### config.mk
export PLATFORM = sky130hd
export DESIGN_NAME = bcd_display_scan
export DESIGN_NICKNAME = d
export VERILOG_FILES = /design/src/rtl/bcd_display_scan.sv
export SDC_FILE = /design/constraint.sdc
export NUM_CORES = 1
export LEC_CHECK = 0
export ABC_AREA = 0
export CORE_ASPECT_RATIO = 0.6
export CORE_MARGIN = 2
export CORE_UTILIZATION = 56
export DETAILED_ROUTE_END_ITERATION = 10
export PLACE_DENSITY = 0.81
export SYNTH_ARGS = -nofsm -noshare
export SYNTH_HDL_FRONTEND = slang
export SYNTH_SLANG_ARGS = --single-unit
### constraint.sdc
create_clock -name clk -period 1.9 [get_ports clk]
set_input_delay 0.38 -clock clk [delete_from_list [all_inputs] [get_ports clk]]
set_output_delay 0.38 -clock clk [all_outputs]
set_load 0.03 [all_outputs]
### src/rtl/bcd_display_scan.sv
// Four-digit multiplexed seven-segment driver for packed BCD input.
// Only a value held steady for STABLE_CYCLES cycles reaches the display; outputs are registered.
module bcd_display_scan #(
    parameter int REFRESH_DIV   = 50000,
    parameter int STABLE_CYCLES = 16
) (
    input  logic        clk,
    input  logic        reset,
    input  logic [15:0] bcd_in,
    input  logic        blank_en,
    output logic [3:0]  an,
    output logic [6:0]  seg
);

    localparam int DIV_W = (REFRESH_DIV > 1) ? $clog2(REFRESH_DIV) : 1;
    localparam int CNT_W = (STABLE_CYCLES > 1) ? $clog2(STABLE_CYCLES) : 1;
    localparam logic [DIV_W-1:0] DIV_LAST = DIV_W'(REFRESH_DIV - 1);
    localparam logic [CNT_W-1:0] CNT_LAST = CNT_W'(STABLE_CYCLES - 1);

    logic [15:0]      cand_q, cand_d;
    logic [15:0]      shown_q, shown_d;
    logic [CNT_W-1:0] stable_cnt_q, stable_cnt_d;
    logic [DIV_W-1:0] div_cnt_q, div_cnt_d;
    logic [1:0]       digit_idx_q, digit_idx_d;
    logic [3:0]       an_q, an_d;
    logic [6:0]       seg_q, seg_d;
    logic [3:0]       nib;
    logic [6:0]       seg_dec;
    logic             blank;

    // Stability filter: any change restarts the count, so conversion transients never land in shown.
    always_comb begin
        cand_d       = cand_q;
        stable_cnt_d = stable_cnt_q;
        shown_d      = shown_q;
        if (bcd_in != cand_q) begin
            cand_d       = bcd_in;
            stable_cnt_d = '0;
        end else if (stable_cnt_q < CNT_LAST) begin
            stable_cnt_d = stable_cnt_q + CNT_W'(1);
        end else begin
            shown_d = cand_q;
        end
    end

    always_comb begin
        div_cnt_d   = div_cnt_q + DIV_W'(1);
        digit_idx_d = digit_idx_q;
        if (div_cnt_q == DIV_LAST) begin
            div_cnt_d   = '0;
            digit_idx_d = digit_idx_q + 2'd1;
        end
    end

    always_comb begin
        nib   = shown_q[{digit_idx_q, 2'b00} +: 4];
        blank = 1'b0;
        case (digit_idx_q)
            2'd1:    blank = blank_en && (shown_q[15:4] == 12'h000);
            2'd2:    blank = blank_en && (shown_q[15:8] == 8'h00);
            2'd3:    blank = blank_en && (shown_q[15:12] == 4'h0);
            default: blank = 1'b0;
        endcase
    end

    // Segment order {g,f,e,d,c,b,a}, active low; non-decimal nibbles show a dash.
    always_comb begin
        case (nib)
            4'd0:    seg_dec = 7'b1000000;
            4'd1:    seg_dec = 7'b1111001;
            4'd2:    seg_dec = 7'b0100100;
            4'd3:    seg_dec = 7'b0110000;
            4'd4:    seg_dec = 7'b0011001;
            4'd5:    seg_dec = 7'b0010010;
            4'd6:    seg_dec = 7'b0000010;
            4'd7:    seg_dec = 7'b1111000;
            4'd8:    seg_dec = 7'b0000000;
            4'd9:    seg_dec = 7'b0010000;
            default: seg_dec = 7'b0111111;
        endcase
    end

    always_comb begin
        an_d  = ~(4'b0001 << digit_idx_q);
        seg_d = seg_dec;
        if (blank) begin
            an_d  = 4'b1111;
            seg_d = 7'b1111111;
        end
    end

    always_ff @(posedge clk) begin
        if (reset) begin
            cand_q       <= '0;
            shown_q      <= '0;
            stable_cnt_q <= '0;
            div_cnt_q    <= '0;
            digit_idx_q  <= '0;
            an_q         <= 4'b1111;
            seg_q        <= 7'b1111111;
        end else begin
            cand_q       <= cand_d;
            shown_q      <= shown_d;
            stable_cnt_q <= stable_cnt_d;
            div_cnt_q    <= div_cnt_d;
            digit_idx_q  <= digit_idx_d;
            an_q         <= an_d;
            seg_q        <= seg_d;
        end
    end

    assign an  = an_q;
    assign seg = seg_q;

endmodule

-- Word-level counts from Yosys, hierarchy flattened
Memory sizes are Yosys's and may differ from the RTL's. A register that Yosys moved wholly into a read port is not among the register bits.
Cells that the tools add are included.
- register bits: 58
- ROM bits: 112
- input port bits: 19
- memories: 1
- add/sub/neg operators: 3
- magnitude comparators: 1
- eq/ne operators: 5
- shift operators: 2
- mux-type cells: 1
- bitwise gates (word level): 3
- reductions and logical operators: 10
- memories (memory ; depth ; bits a word ; read ports ; clocked after memory_dff ; wr ports ; line ; text):
    (no name shown) ; 16 ; 7 ; 1 ; 1 ; 0 ; 68 ; case (nib)
- operators by type and width (cell ; count):
    $add A16 B1 Y16 const B ; 1
    $eq A16 B16 Y1 const B ; 1
    $ne A16 B16 Y1 ; 1
    $shiftx A16 B5 Y4 ; 1
    $logic_not A12 Y1 ; 1
    $logic_not A8 Y1 ; 1
    $reduce_or A2 Y1 ; 3
    $add A4 B1 Y4 const B ; 1
    $eq A2 B2 Y1 const B ; 2
    $logic_not A4 Y1 ; 1
    $lt A4 B4 Y1 const B ; 1
    $not A4 Y4 ; 1
    $shl A1 B2 Y4 const A ; 1
    $logic_and A1 B1 Y1 ; 3
    $pmux W1 S3 ; 1
    $add A2 B1 Y2 const B ; 1
    $eq A2 B1 Y1 const B ; 1
    $not A1 Y1 ; 2
    $reduce_and A2 Y1 ; 1

-- Longest topological paths before layout
- word-level depth: 4
- gate-level depth with buffers: 10
- gate-level depth less buffers: 9

-- Worst setup path after synthesis
No wires, ideal clock.
- kind: register to register
- start: register digit_idx_q[0]
- end: register seg_q[3] (netlist: seg[3])
- library setup time: 74 ps
- arrival time: 1616 ps
- setup slack: 209 ps
- stages on the path, launching flop included: 8
- period minus slack after synthesis: 1691 ps
- cell sequence: dfxtp_1 buf_6 mux4_2 inv_1 ha_1 a21oi_1 nor2_1 o21ai_0
- cells in the longest elaborated chain, start to end: 3
- elaborated cells on any way between the ends: 6
- classes of those cells: 3 x eq/ne; 1 x shift; 1 x mux; 1 x reduce/logical
- ends and longest elaborated chain (item ; line ; text):
    start, declared ; 24 ; logic [1:0] digit_idx_q, digit_idx_d;
    start signal, assigned ; 106 ; digit_idx_q <= digit_idx_d;
    $eq A2 B2 Y1 / $eq A2 B1 Y1 (equally long branches) ; 58 ; case (digit_idx_q)
    $pmux W1 S3 ; 58 ;
    $reduce_or A2 Y1 (no source line) ; - ;
    end, declared ; 26 ; logic [6:0] seg_q, seg_d;
Parallel ways exist; a longest one is shown, timed or not.
A chain may end at the register's enable or synchronous reset.

-- Final worst setup path
- start: input bcd_in[9]
- end: register shown_q[8]
- cells in the longest elaborated chain, start to end: 3
- ends and longest elaborated chain (item ; line ; text):
    start, declared ; 9 ; input logic [15:0] bcd_in,
    $ne A16 B16 Y1 ; 36 ; if (bcd_in != cand_q) begin
    $not A1 Y1 (no source line) ; - ;
    $reduce_and A2 Y1 (no source line) ; - ;
    end signal, assigned ; 103 ; shown_q <= shown_d;
    end, declared ; 21 ; logic [15:0] shown_q, shown_d;
No other way between the ends.

==> impl_metrics.tcl <==
set metrics [dict create \
    dp_slack_ns -0.361 \
    max_slew_margin_pct 72.4 \
    crit_fanout 6 \
    cts_sinks 65 \
    synth_area_per_cell_um2 9.70 \
    setup.worst_path.start "bcd_in[9]" \
    first_pass_iters 4 \
    num_antenna_cells 0 \
    cp_num_buf_inv 3 \
    cp_cell_sequence "clkdlybuf4s50_1, xor2_1, nor4_2, nand4_1, nor2_4, buf_6, buf_12, mux2i_1" \
    detailed_place_hpwl_um 3890 \
    critPathKind "input port to flip-flop" \
    syn_to_final_growth_pct 23.2 \
    path_depth 8 \
    grt_pass1_vias 1989 \
    cp_slowest_cell "clkdlybuf4s50_1" \
    skew_ns 0.00659 \
    synth_commonest_cells "dfxtp_1 (65), nor2_1 (35), nand2b_1 (31)" \
    wl_per_cell_um 13.5 \
    clk_path_buf_depth 2 \
    synth_top_cell_area_share_pct 44.6 \
    p_leak_nw 1.42 \
    vias_per_cell 5.03 \
    start_kind "input port" \
    overflow 0 \
    clk_pin_slew_worst_paths_ns 0.07 \
    synth_most_common_cell "dfxtp_1" \
    fin_crit_ns 1.86 \
    crit_arrival_ns 2.12 \
    syn_nets 331 \
    period_share_pct 97.8 \
    final_max_slew_viol_count 0 \
    r2r-end "shown_q[8]" \
    path_delay_family "simple AND/OR/NAND/NOR gates" \
    ctsHoldBuffers 0 \
    drt_iter0_drc 68 \
    max_stage_delay_ns 0.43 \
    fin_cells 414 \
    async_flop_share_pct 0 \
    hold_viol 0 \
    cts-root-buf "clkbuf_8" \
    p_per_area_nw_per_um2 789 \
    yosys-top-cells-area "dfxtp_1 (45%), mux2i_1 (6.9%), nand2b_1 (6.6%)" \
    clk_latency_ns 0.34 \
    status "completed" \
    post_dp_cell_area_um2 3310 \
    drive_above_1_share_pct 12.6 \
    p_clk_share_pct 43.8 \
    rrSetupSlack_ns 0.09 \
    placementRows 20 \
    finalSetupViolCount 0 \
    power_switching_w 0.000610 \
    grt_pass1_wl_um 9180 \
    die_w_um 97.2 \
    numCtsBuffers 9 \
    drcViolationCount 0 \
    io_buffers 29 \
    antenna_found_initial 0 \
    whs_ns 0.332 \
    cts_max_level 3 \
    worst_slew_pin_slew_ns 0.412 \
    synthDistinctLibCells 36 \
    die-area_um2 5830 \
    start_util_pct 57.8 \
    wl_um 5590 \
    syn_area_um2 2920 \
    r2r_start "cand_q[4]" \
    placed_cells 394 \
    peakVddDrop_mv 0.419 \
    final_nets 373 \
    ys_ff_latch 65 \
    cp-endpoint "shown_q[8]" \
    power_frac_seq_pct 49.8 \
    core_area_um2 5050 \
    internal_power_w 0.00223 \
    netSwitchingFraction_pct 21.5 \
    design_area_um2 3600 \
    vias 2083 \
    utilization_pct 71.2 \
    setup_ws_ns 0.0424 \
    yosysWarnings 0 \
    yosysTopAreaCell "dfxtp_1" \
    cts_tree "yes" \
    grt_max_degree 16 \
    pin_count 30 \
    die_h_um 59.9 \
    required_ns 2.17 \
    yosysSeqAreaShare_pct 44.6 \
    min_path_type "input port to flip-flop" \
    synth_cells 301 \
    clock.fmax_mhz 538 \
    combPwrFrac_pct 6.4 \
    synth_enable_flop_cells 0 \
    ant_nets 0 \
    rsz0062_at_grt "true" \
    r2r_cells 7 \
    cap_violations 0 \
    grtUsageTotal_pct 20.7 \
    endpoint_kind "flip-flop" \
    ys.flop_type "dfxtp_1" \
    gp_congestion 0.836 \
]
==> routing by layer <==
layer | up-vias | track usage [%] | wire length [um]
li1 | 1079 | - | -
met1 | 948 | 25.8 | 2760
met2 | 51 | 33.4 | 2440
met3 | 5 | 8.54 | 333
met4 | 0 | 7.14 | 53
met5 | - | 0 | 0
==> how the worst min path moves through the flow <==
stage               cells past startpoint          from  slack, ns            to
detailed placement                      1  div_cnt_q[0]       0.44  div_cnt_q[0]
global route                            2     bcd_in[2]       0.32     cand_q[2]
finish                                  2     bcd_in[2]       0.33     cand_q[2]
CTS                                     2    bcd_in[12]       0.40    cand_q[12]
floorplan                               1  div_cnt_q[0]       0.41  div_cnt_q[0]
global placement                        1  div_cnt_q[0]       0.43  div_cnt_q[0]
==> placed cells by master (no fill, tap or decap), types with 9 or more instances in the layout <==
master and instances:
buf_4 11, clkbuf_8 9, clkdlybuf4s50_1 19, dfxtp_1 62
ha_1 11, mux2i_1 20, nand2_1 17, nand2b_1 31
nor2_1 35, nor2b_1 17, xnor2_1 11, xor2_1 21
==> registers in the layout (all words and copies together), names as in the netlist <==
name and cells:
cand_q 16, div_cnt_q 16, an 4, seg 7
shown_q 16, digit_idx_q 2, stable_cnt_q 4
==> worst reg2reg max path, cell delays in order, from the launching register on <==
cell and delay [ns]:
dfxtp_1 0.32, xor2_1 0.17, nor4_2 0.37, nand4_1 0.25, nor2_4 0.18, buf_6 0.12, buf_12 0.11, mux2i_1 0.20
==> cell families (layout without fill, tap and decap cells) <==
| family | count (synthesis) | in the layout | share of synthesized area (%) |
|---|---|---|---|
| AND/OR/NAND/NOR | 132 | 132 | 24.7 |
| flip-flops | 65 | 65 | 44.6 |
| XOR/XNOR | 32 | 32 | 9.60 |
| multiplexers | 23 | 23 | 9.17 |
| buffers and inverters | 20 | 67 | 3.56 |
| AO/OA/AOI/OAI | 18 | 18 | 3.68 |
| adder cells (fa/ha/maj) | 11 | 11 | 4.71 |
==> layout make-up <==
type | instances | area, um^2
multi-input cells | 216 | 1530
repair buffers | 44 | 445
fillers | 370 | 1460
clock buffers | 13 | 139
inverters | 7 | 26.3
flip-flops and latches | 65 | 1310
clock inverters | 3 | 65.1
well taps | 66 | 82.6
==> power by group through the flow <==
| stage | clock network, W | logic [W] | registers [W] |
|---|---|---|---|
| floorplan | 0 | 0.0000822 | 0.00146 |
| finish | 0.00124 | 0.000182 | 0.00141 |
| global placement | 0 | 0.000178 | 0.00144 |
| CTS | 0.00127 | 0.000183 | 0.00141 |
| detailed placement | 0 | 0.000181 | 0.00144 |
| global route | 0.00133 | 0.000197 | 0.00142 |
==> stage by stage <==
step / power [W] / TNS (ns)
after floorplan: 0.00154 / 0
after global placement: 0.00162 / -4.54
after detailed placement: 0.00162 / -6.44
after CTS: 0.00287 / 0
after global routing: 0.00294 / -0.00761
final: 0.00284 / 0
==> what timing repair did <==
action | CTS | global route
pin swaps | 5 | 4
hold endpoints to repair | 0 | 0
endpoints found under the setup margin | 18 | 22
gates resized for setup | 11 | 8
cloned | 1 | 0
setup buffers | 3 | 0
No activity file was read; power rests on OpenSTA's default activity.
